===== src/rtl/control_sequencer.sv =====
// rtl/control_sequencer.sv - hardwired fetch/execute control unit (optional MUL/DIV decode via CTRL_MULDIV_EN)
module control_sequencer #(
  parameter int MEM_TIMEOUT = 16,
  parameter int OP_W        = 5
) (
  input  logic            clock,
  input  logic            clear,
  input  logic [31:0]     ir,
  input  logic            mem_ready,
  output logic            PCout,
  output logic            PCin,
  output logic            MARin,
  output logic            MDRin,
  output logic            MDRout,
  output logic            IRin,
  output logic            Yin,
  output logic            Zin,
  output logic            Zlowout,
  output logic            Zhighout,
  output logic            HIin,
  output logic            LOin,
  output logic            IncPC,
  output logic            Read,
  output logic [15:0]     Rin,
  output logic [15:0]     Rout,
  output logic [OP_W-1:0] alu_op,
  output logic            run,
  output logic            fault
);

  localparam logic [OP_W-1:0] OP_ADD  = OP_W'(5'b00011);
  localparam logic [OP_W-1:0] OP_SUB  = OP_W'(5'b00100);
  localparam logic [OP_W-1:0] OP_AND  = OP_W'(5'b00101);
  localparam logic [OP_W-1:0] OP_OR   = OP_W'(5'b00110);
  localparam logic [OP_W-1:0] OP_SHR  = OP_W'(5'b00111);
  localparam logic [OP_W-1:0] OP_SHRA = OP_W'(5'b01000);
  localparam logic [OP_W-1:0] OP_SHL  = OP_W'(5'b01001);
  localparam logic [OP_W-1:0] OP_ROR  = OP_W'(5'b01010);
  localparam logic [OP_W-1:0] OP_ROL  = OP_W'(5'b01011);
  localparam logic [OP_W-1:0] OP_NEG  = OP_W'(5'b10010);
  localparam logic [OP_W-1:0] OP_NOT  = OP_W'(5'b10011);
  localparam logic [OP_W-1:0] OP_NOP  = OP_W'(5'b11010);
  localparam logic [OP_W-1:0] OP_HALT = OP_W'(5'b11011);
`ifdef CTRL_MULDIV_EN
  localparam logic [OP_W-1:0] OP_MUL  = OP_W'(5'b01111);
  localparam logic [OP_W-1:0] OP_DIV  = OP_W'(5'b10000);
`endif

  // Wait counter just wide enough to reach MEM_TIMEOUT; saturates when waiting forever.
  localparam int CNT_W = (MEM_TIMEOUT > 1) ? $clog2(MEM_TIMEOUT + 1) : 1;
  localparam logic [CNT_W-1:0] LAST_WAIT = CNT_W'(MEM_TIMEOUT - 1);

  typedef enum logic [3:0] {
    S_IDLE,
    S_T0,
    S_T1,
    S_T1W,
    S_T2,
    S_T3,
    S_T4,
    S_T5,
`ifdef CTRL_MULDIV_EN
    S_T6,
`endif
    S_HALTED
  } state_e;

  state_e           state_q, state_d;
  logic [CNT_W-1:0] cnt_q, cnt_d;
  logic             fault_q, fault_d;

  logic [OP_W-1:0]  opcode;
  logic [15:0]      ra_oh, rb_oh, rc_oh;
  logic             is_bin, is_un, is_md, is_nop, is_halt, is_exec;
  logic             timeout_hit;
  logic             unused_ir;

  assign opcode    = ir[31 -: OP_W];
  assign ra_oh     = 16'd1 << ir[26:23];
  assign rb_oh     = 16'd1 << ir[22:19];
  assign rc_oh     = 16'd1 << ir[18:15];
  assign unused_ir = ^ir[14:0];

  assign timeout_hit = (MEM_TIMEOUT != 0) && (cnt_q == LAST_WAIT);

  // Opcode class decode; MUL/DIV only become legal when the feature is built in.
  always_comb begin
    is_bin  = 1'b0;
    is_un   = 1'b0;
    is_md   = 1'b0;
    is_nop  = 1'b0;
    is_halt = 1'b0;
    case (opcode)
      OP_ADD, OP_SUB, OP_AND, OP_OR, OP_SHR,
      OP_SHRA, OP_SHL, OP_ROR, OP_ROL:   is_bin  = 1'b1;
      OP_NEG, OP_NOT:                    is_un   = 1'b1;
`ifdef CTRL_MULDIV_EN
      OP_MUL, OP_DIV:                    is_md   = 1'b1;
`endif
      OP_NOP:                            is_nop  = 1'b1;
      OP_HALT:                           is_halt = 1'b1;
      default: ;
    endcase
  end

  assign is_exec = is_bin | is_un | is_md;

  // State, wait counter and sticky fault; clear wipes everything immediately.
  always_ff @(posedge clock or negedge clear) begin
    if (!clear) begin
      state_q <= S_IDLE;
      cnt_q   <= '0;
      fault_q <= 1'b0;
    end else begin
      state_q <= state_d;
      cnt_q   <= cnt_d;
      fault_q <= fault_d;
    end
  end

  // Next-state: fetch with bounded memory wait, then per-class execute length.
  always_comb begin
    state_d = state_q;
    cnt_d   = cnt_q;
    fault_d = fault_q;
    case (state_q)
      S_IDLE: state_d = S_T0;
      S_T0: begin
        cnt_d   = '0;
        state_d = S_T1;
      end
      S_T1, S_T1W: begin
        if (mem_ready) begin
          state_d = S_T2;
        end else if (timeout_hit) begin
          state_d = S_HALTED;
          fault_d = 1'b1;
        end else begin
          state_d = S_T1W;
          if (cnt_q != '1) cnt_d = cnt_q + CNT_W'(1);
        end
      end
      S_T2: begin
        if (is_exec) begin
          state_d = S_T3;
        end else if (is_nop) begin
          state_d = S_T0;
        end else begin
          state_d = S_HALTED;
          fault_d = !is_halt;
        end
      end
      S_T3: state_d = S_T4;
      S_T4: state_d = is_un ? S_T0 : S_T5;
`ifdef CTRL_MULDIV_EN
      S_T5: state_d = is_md ? S_T6 : S_T0;
      S_T6: state_d = S_T0;
`else
      S_T5: state_d = S_T0;
`endif
      S_HALTED: state_d = S_HALTED;
      default:  state_d = S_IDLE;
    endcase
  end

  // Strobe decode from the registered state and the instruction fields.
  always_comb begin
    PCout    = 1'b0;
    PCin     = 1'b0;
    MARin    = 1'b0;
    MDRin    = 1'b0;
    MDRout   = 1'b0;
    IRin     = 1'b0;
    Yin      = 1'b0;
    Zin      = 1'b0;
    Zlowout  = 1'b0;
    Zhighout = 1'b0;
    HIin     = 1'b0;
    LOin     = 1'b0;
    IncPC    = 1'b0;
    Read     = 1'b0;
    Rin      = 16'h0000;
    Rout     = 16'h0000;
    alu_op   = '0;
    case (state_q)
      S_T0: begin
        PCout = 1'b1;
        MARin = 1'b1;
        IncPC = 1'b1;
        Zin   = 1'b1;
      end
      S_T1: begin
        Zlowout = 1'b1;
        PCin    = 1'b1;
        Read    = 1'b1;
        MDRin   = 1'b1;
      end
      S_T1W: begin
        Read  = 1'b1;
        MDRin = 1'b1;
      end
      S_T2: begin
        MDRout = 1'b1;
        IRin   = 1'b1;
      end
      S_T3: begin
        if (is_un) begin
          Rout   = rb_oh;
          Zin    = 1'b1;
          alu_op = opcode;
        end else if (is_md) begin
          Rout = ra_oh;
          Yin  = 1'b1;
        end else begin
          Rout = rb_oh;
          Yin  = 1'b1;
        end
      end
      S_T4: begin
        if (is_un) begin
          Zlowout = 1'b1;
          Rin     = ra_oh;
        end else begin
          Rout   = is_md ? rb_oh : rc_oh;
          Zin    = 1'b1;
          alu_op = opcode;
        end
      end
      S_T5: begin
        Zlowout = 1'b1;
        if (is_md) LOin = 1'b1;
        else       Rin  = ra_oh;
      end
`ifdef CTRL_MULDIV_EN
      S_T6: begin
        Zhighout = 1'b1;
        HIin     = 1'b1;
      end
`endif
      default: ;
    endcase
  end

  assign run   = (state_q != S_HALTED);
  assign fault = fault_q;

endmodule


===== config.mk =====
export PLATFORM = sky130hd
export DESIGN_NAME = control_sequencer
export DESIGN_NICKNAME = d
export VERILOG_FILES = /design/src/rtl/control_sequencer.sv
export SDC_FILE = /design/constraint.sdc
export NUM_CORES = 1
export LEC_CHECK = 0
export ABC_CLOCK_PERIOD_IN_PS = 5720
export CORE_ASPECT_RATIO = 1.25
export CORE_MARGIN = 8
export CORE_UTILIZATION = 38
export DETAILED_ROUTE_END_ITERATION = 8
export PLACE_DENSITY = 0.84
export SKIP_CTS_REPAIR_TIMING = 1
export SLEW_MARGIN = 20
export SYNTH_ARGS = -nofsm -noshare
export SYNTH_HDL_FRONTEND = slang
export SYNTH_SLANG_ARGS = --single-unit
export TNS_END_PERCENT = 10

===== constraint.sdc =====
create_clock -name clock -period 5.72 [get_ports clock]
set_input_delay 0.858 -clock clock [delete_from_list [all_inputs] [get_ports clock]]
set_output_delay 0.858 -clock clock [all_outputs]
set_load 0.1 [all_outputs]

# Yosys cells after proc, flatten, opt, wreduce, memory -nomap -nowiden
# Cells that the tools add are included.
# classes
n_reduce_logical	11
bitwise_logic	1
n_eq_ne	30
n_shift	3
addsub	1
muxes	35
# op_table
operator	count
case mux 16 bit (2 select lines)	2
<< shifter 1 x 4 -> 16 bit, first input constant	3
two-way mux 16 bit	2
case mux 4 bit (7 select lines)	1
== test 5 x 4 -> 1 bit, second input constant	5
two-way mux 5 bit	5
== test 5 x 3 -> 1 bit, second input constant	4
== test 5 bit, second input constant	4
case mux 5 bit (2 select lines)	2
== test 4 x 3 -> 1 bit, second input constant	4
two-way mux 4 bit	4
two-way mux 1 bit	15
OR reduction 9 bit	1
== test 4 x 2 -> 1 bit, second input constant	2
inequality test 2 bit, second input constant	4
OR reduction 2 bit	4
adder 5 x 1 -> 5 bit, second input constant	1
== test 5 x 2 -> 1 bit, second input constant	1
inequality test 5 bit, second input constant	1
AND reduction 5 bit	1
== test 4 x 1 -> 1 bit, second input constant	1
== test 4 bit, second input constant	1
zero test 4 bit	1
inequality test 2 x 1 -> 1 bit, second input constant	2
other kinds (8)	10
# totals
input_bits	35
reg_bits	10
out_inout_bits	53
wordCells	84

# Depth between registers and ports, before layout
# Gate-level depths: netlist of the first run.
# logic_depth
ltp_word	6
ltp_mapped	8

# Worst setup path before layout of the first run
# Ideal clock, no wire load.
# synth_timing
path_kind	input to output
from	input ir[31]
to	output Zlowout
n_path_buf	1
arrival_ps	3590
setup_slack_ps	1272
cell_stages	4
required_ps	4862
cell_sequence	buf_4 -> and4bb_4 -> nor2_2 -> a211oi_1
# synth_between
elab_chain_len	5
word_cells_on_any_way	6
classes_between	2 x eq/ne; 3 x mux; 1 x reduce/logical
# synth_lines
item	line	text
start: declaration	8	input logic [31:0] ir,
== test 5 bit	93	case (opcode)
OR reduction 2 bit *	93	
two-way mux 1 bit *	93	
two-way mux 1 bit *	220	if (is_un) begin
case mux 1 bit (2 select lines) *	185	case (state_q)
end: declaration	18	output logic Zlowout,
# Every way passes the cells marked *; elsewhere a longest branch is shown, timed or not.

# Final worst setup path of the first run
# layout_timing
from	input ir[31]
to	output alu_op[4]
# layout_between
elab_chain_len	5
word_cells_on_any_way	7
classes_between	2 x eq/ne; 4 x mux; 1 x reduce/logical
# layout_lines
item	line	text
== test 5 bit	93	
OR reduction 2 bit	93	
two-way mux 1 bit	93	
two-way mux 5 bit (on tied branches)	220, 207	
case mux 5 bit (2 select lines) *	185	
end: declaration	26	output logic [OP_W-1:0] alu_op,
# Marks and branches as above.

==> results of run 1 <==
## stage by stage
stage	std cells	total power, mW	instance area [um2]	utilization	setup WS, ns
final	274	0.960	1930	0.611	1.30
after global routing	274	1.01	1930	0.611	1.18
after CTS	274	0.967	1930	0.611	1.29
after detailed placement	270	0.874	1880	0.594	1.30
after global placement	270	0.871	1880	0.594	1.34
after floorplan	178	0.740	1240	-	1.27
## area by class of cell
cell class / instances / area [um2] / share of cell area
Multi-Input combinational cell: 145 / 868 / 0.449
Timing Repair Buffer: 69 / 681 / 0.352
Sequential cell: 10 / 250 / 0.129
Clock buffer: 4 / 55.1 / 0.0285
Tap cell: 37 / 46.3 / 0.0239
Inverter: 9 / 33.8 / 0.0175
## worst paths after layout
kind	to	cells after the start
max in group asynchronous	state_q[2]	1
max	alu_op[4]	6
min reg2reg	cnt_q[3]	2
max reg2reg	cnt_q[4]	7
min	cnt_q[3]	2
min in group asynchronous	cnt_q[4]	1
## cells by family after synthesis
kind of cell | count (synthesis) | share of synthesized area
fa+ha+maj | 3 | 0.0305
simple gates | 93 | 0.418
buf+inv | 23 | 0.0976
other cells | 1 | 0.00305
flops | 10 | 0.203
mux | 2 | 0.0163
compound gates | 44 | 0.232
## per-layer routing
metal	part of all wire	track usage
met5	0	0
met4	0.0095	0.0419
met3	0.090	0.0169
met2	0.49	0.262
met1	0.41	0.155
## critical path, delay by kind of cell
kind,cells,cell delay [ns]
buf+inv,2,1.77
mux,1,0.21
simple gates,3,0.72
## power groups by stage
stage	clock [mW]	combinational [mW]	sequential (mW)
floorplan	0	0.593	0.147
global placement	0	0.711	0.160
detailed placement	0	0.714	0.161
CTS	0.0898	0.717	0.159
global route	0.0928	0.745	0.168
finish	0.0874	0.713	0.160
## placed cells by master (no fill, tap or decap), types with 6 or more instances in the layout
cell,n
inv_1,9
nand3_1,7
o22ai_1,16
nand3b_1,7
nor2_1,25
nand2b_1,10
nor3_1,11
clkdlybuf4s50_1,65
nand2_1,11
o21ai_0,6
dfrtp_1,10
## sequential cells by signal, indices dropped and copies added, names as in the netlist
name,flops
cnt_q,5
fault,1
state_q,4
==> summary.txt, run 1 <==
Yosys
  – Synth area leaders: dfrtp_1 20%, o22ai_1 8.1%, nor2_1 7.6%
  – Synth warn: 0
  – Cell with the most instances after synthesis: nor2_1
  – Top cell type's share of synthesized area: 0.203
  – Cells after Synth: ~180
  – Sequential share of the synthesized area: 0.203
  – Synth top cells by count: 25 x nor2_1, 16 x o22ai_1, 11 x nand2_1, 11 x nor3_1
  – Ys async rst share: 1.00
  – Top_reg_cell synth: dfrtp_1
  – Post-synth EDFFs: 0
  – Synth Register Bits: 10
  – Distinct cell type count after synthesis: 43
  – Mapped cell area: approximately 1200 um2
  – Biggest area consumer among synthesized cells: dfrtp_1
  – Syn Area/Cell: about 7 um2

Setup path
  – Critical-path top delay cell: clkdlybuf4s50_1
  – R2R Setup Slk: about 3.5 ns
  – Crit Path Max Fanout: 10
  – CP Cell Sequence: clkdlybuf4s50_1 -> and4bb_4 -> mux2i_1 -> nor2b_1 -> and2_1 -> clkdlybuf4s50_1
  – Critical Path Start Type: input port
  – Critical setup path kind: in -> out
  – Crit path DAT: roughly 3.6 ns
  – CP Data Required Time: around 4.9 ns
  – Crit path launch: ir[31]
  – Max incr delay on CP: 1.13 ns
  – CP Capture Type: primary output
  – Crit-path most repeated cell: clkdlybuf4s50_1
  – Worst reg2reg startpoint: cnt_q[0]

Placed design
  – Port bufs: 69
  – Placer Congestion: approximately 0.84
  – Post-DP HPWL: roughly 3200 um

CTS
  – H-tree depth: 1
  – Clock slew at reported path FFs: about 0.05 ns
  – Skew-Pair Late Insertion Delay: 0.23 ns
  – CTS buffer count: 3
  – Clock root cell: clkbuf_8
  – TritonCTS Sinks: 10
  – CTS tree: built
  – Clock buffer depth: 2

Global routing
  – GRT Total Usage: 0.139
  – Vias in the first global route: about 1400
  – Pin count of the biggest net entering global routing: 22
  – Antenna violations before repair: 0
  – Congestion Overflow GR: 0
  – First-pass GRT wire length: 6140 um

STA
  – Highest clock rate: around 230 MHz
  – Hold Worst Slack: 0.535 ns
  – Final hold viol count: 0
  – Total Neg Setup Slack: 0 ns
  – Clk_skew: 0.000510 ns
  – RSZ-0062 raised after global routing: no
  – Max_slew headroom: 0.335
  – Fin crit period: 4.42 ns
  – Slew Limit Fails: 0
  – # setup viols final: 0
  – Worst-Margin Slew: around 0.99 ns
  – Period utilisation layout: 0.772

Detailed routing
  – Iter 0 DRT Violations: 96
  – Pre-antenna DRT Iters: 4
  – Final WL: 4000 um
  – Routed len/inst: 14.6 um
  – Drt drc: 0
  – DRT antenna net count: 0
  – Via density: approximately 5.4
  – Detailed-route via count: 1488

Pwr
  – Static leakage power: 0.724 nW
  – Internal: around 340 uW
  – VDD IR max: around 400 uV
  – Clock power frac: 0.091
  – Logic pwr share: 0.742
  – Flop pwr share: 0.167
  – Pwr dens: roughly 500 nW/um2
  – Sw frac: 0.647
  – Total net switching power: 621 uW

Min path
  – Hold WC Path Type: reg -> reg
  – Hold path start: cnt_q[3]

Die
  – Die height: about 80 um
  – DIE AREA: between 5000 and 6000 um2
  – Initial Utilization: 0.389
  – Placement Rows: 23
  – DIE WIDTH: around 67 um
  – Core footprint: 3170 um2
  – Num ports: slightly below 90

Final layout
  – NumNets Final: between 200 and 300
  – Antenna cells: 0
  – Fillers: ~290
  – Share of cells above drive strength 1: 0.0717
  – Area Overhead vs Synth: 57.1%

Run status
  – Outcome: complete, no violations

Flow run
  – Max_cap viols: 0
Note: power is estimated with default switching activity, not from simulation.
==> run 2, diff against run 1 <==
--- a/config.mk
+++ b/config.mk
@@ -5,12 +5,12 @@
 export SDC_FILE = /design/constraint.sdc
 export NUM_CORES = 1
 export LEC_CHECK = 0
-export ABC_CLOCK_PERIOD_IN_PS = 5720
+export ABC_CLOCK_PERIOD_IN_PS = 3800
 export CORE_ASPECT_RATIO = 1.25
 export CORE_MARGIN = 8
-export CORE_UTILIZATION = 38
+export CORE_UTILIZATION = 32
 export DETAILED_ROUTE_END_ITERATION = 8
-export PLACE_DENSITY = 0.84
+export PLACE_DENSITY = 0.75
 export SKIP_CTS_REPAIR_TIMING = 1
 export SLEW_MARGIN = 20
 export SYNTH_ARGS = -nofsm -noshare
==> constraint.sdc (replaced) <==
create_clock -name clock -period 3.8 [get_ports clock]
set_input_delay 0.57 -clock clock [delete_from_list [all_inputs] [get_ports clock]]
set_output_delay 0.57 -clock clock [all_outputs]
set_load 0.1 [all_outputs]
==> summary.txt, run 2 (synthesis results as in run 1) <==
Detailed routing
  – Detailed-route via count: 1508 (was 1488)
  – Met2 WL: 1970 um (was 1940 um)
  – Routed len/inst: 15.0 um (was 14.6 um)
  – Iter 0 DRT Violations: 45 (was 96)
  – Via density: 5.44 (was 5.43)
  – DRT antenna net count: 0 (unchanged)
  – Drt drc: 0 (unchanged)
  – Top Metal Used: met4 (unchanged)
  – WL met3: 415 um (was 359 um)
  – Post-Route M1 WL: 1710 um (was 1660 um)
  – Final WL: 4170 um (was 4000 um)
  – Pre-antenna DRT Iters: 4 (unchanged)

Min path
  – Hold WC Path Type: reg -> reg (unchanged)

Final layout
  – Share of cells above drive strength 1: 0.266 (was 0.0717)
  – Max reg flops: 5 (unchanged)
  – Most frequent cells in the layout: 40 x buf_4, 25 x nor2_1, 20 x clkdlybuf4s50_1 (was 65 x clkdlybuf4s50_1, 25 x nor2_1, 16 x o22ai_1)
  – Area Overhead vs Synth: 57.8% (was 57.1%)
  – NumNets Final: 276 (unchanged)
  – Non-filler cells, final: 277 (was 274)
  – Largest Register: cnt_q (unchanged)
  – Antenna cells: 0 (unchanged)
  – Most common cell after layout, fill and taps aside: buf_4 (was clkdlybuf4s50_1)

STA
  – Period utilisation layout: 0.824
  – Final hold viol count: 0 (unchanged)
  – Max_slew headroom: 0.349 (was 0.335)
  – Fin crit period: between 3 and 4 ns
  – Highest clock rate: ~320 MHz
  – RSZ-0062 raised after global routing: no (unchanged)
  – # setup viols final: 0 (unchanged)
  – Clk_skew: 0.00119 ns (was 0.000510 ns)
  – Worst-Margin Slew: 0.974 ns (was 0.995 ns)
  – Final Worst Setup Slack: 0.667 ns (was 1.30 ns)
  – Slew Limit Fails: 0 (unchanged)

Setup path
  – CP Capture Type: primary output (unchanged)
  – Crit Path Max Fanout: 10 (unchanged)
  – Critical setup path kind: in -> out (unchanged)
  – CP Data Required Time: 3.23 ns (was 4.86 ns)
  – Crit path DAT: 2.56 ns (was 3.56 ns)
  – Critical Path Start Type: input port (unchanged)

Die
  – DIE WIDTH: 71.5 um (was 66.9 um)
  – Placement Rows: 25 (was 23)
  – Die height: 85.4 um (was 79.6 um)
  – Core footprint: 3750 um2 (was 3170 um2)
  – DIE AREA: 6100 um2 (was 5330 um2)
  – Initial Utilization: 0.328 (was 0.389)
  – Num ports: 88 (unchanged)

Placed design
  – Post-DP HPWL: 3330 um (was 3210 um)
  – Placed cell count: 273 (was 270)
  – Port bufs: 69 (unchanged)
  – Placer Congestion: 0.955 (was 0.837)
  – Dpl ws: 0.658 ns (was 1.30 ns)

Global routing
  – Congestion Overflow GR: 0 (unchanged)
  – Pin count of the biggest net entering global routing: 22 (unchanged)
  – Vias in the first global route: 1511 (was 1377)
  – Antenna violations before repair: 0 (unchanged)
  – GRT Total Usage: 0.136 (was 0.139)
  – First-pass GRT wire length: 6870 um (was 6140 um)

Run status
  – Outcome: complete, no violations (unchanged)

Pwr
  – Static leakage power: 0.836 nW (was 0.724 nW)
  – Clock power frac: 0.093 (was 0.091)
  – Pwr dens: 746 nW/um2 (was 496 nW/um2)
  – Flop pwr share: 0.167 (about the same)
  – Total net switching power: 950 uW (was 621 uW)
  – Logic pwr share: 0.740 (was 0.742)
  – Internal: 499 uW (was 339 uW)
  – VDD IR max: 441 uV (was 405 uV)
  – Sw frac: 0.656 (was 0.647)

CTS
  – Skew-Pair Late Insertion Delay: 0.24 ns (was 0.23 ns)
  – H-tree depth: 1 (unchanged)
  – Clock root cell: clkbuf_8 (unchanged)
  – TritonCTS Sinks: 10 (unchanged)
  – Clock slew at reported path FFs: 0.05 ns (about the same)
  – CTS buffer count: 3 (unchanged)
  – CTS tree: built (unchanged)
  – Clock buffer depth: 2 (unchanged)

Flow run
  – Max_cap viols: 0 (unchanged)
## run 2: final timing paths
check / startpoint / endpoint / slack (ns) / cells after the start
max in group asynchronous: clear / state_q[1] / 2.84 / 1
min: cnt_q[1] / cnt_q[1] / 0.54 / 2
max reg2reg: cnt_q[0] / cnt_q[0] / 1.55 / 7
min reg2reg: cnt_q[1] / cnt_q[1] / 0.54 / 2
min in group asynchronous: clear / cnt_q[2] / 0.65 / 1
max: ir[31] / Rin[0] / 0.67 / 6
## run 2: routing by layer
layer / up-vias / GRT usage
met1: 669 / 0.147
met2: 71 / 0.240
met4: 0 / 0.0521
met3: 10 / 0.0401
met5: - / 0
li1: 758 / -
## run 2: critical path, cell delays in order
cell and delay (ns):
clkdlybuf4s50_1 0.65, and4bb_4 0.34, nor2_2 0.07, or4_4 0.53
nor3_2 0.19, buf_12 0.21
## run 2: power groups by stage
stage	Sequential (mW)	Combinational, mW	Clock (mW)
floorplan	0.221	0.894	0
global placement	0.241	1.07	0
detailed placement	0.243	1.07	0
CTS	0.242	1.08	0.140
global route	0.256	1.13	0.144
finish	0.243	1.07	0.135
## run 2: final cells by class
class | count | area [um2]
clock buffer | 4 | 55.1
tap | 40 | 50.0
timing repair buffer | 69 | 681
multi-input combinational | 145 | 873
fill | 379 | 1810
sequential | 10 | 250
inverter | 9 | 33.8
## run 2: per-stage QoR
step / instance area, um2 / setup TNS (ns) / utilization / hold WS [ns] / power, mW
after floorplan: 1240 / -0.271 / - / 0.274 / 1.12
after global placement: 1890 / 0 / 0.503 / 0.518 / 1.31
after detailed placement: 1890 / 0 / 0.503 / 0.537 / 1.32
after CTS: 1940 / 0 / 0.518 / 0.548 / 1.46
after global routing: 1940 / 0 / 0.518 / 0.584 / 1.53
final: 1940 / 0 / 0.518 / 0.539 / 1.45
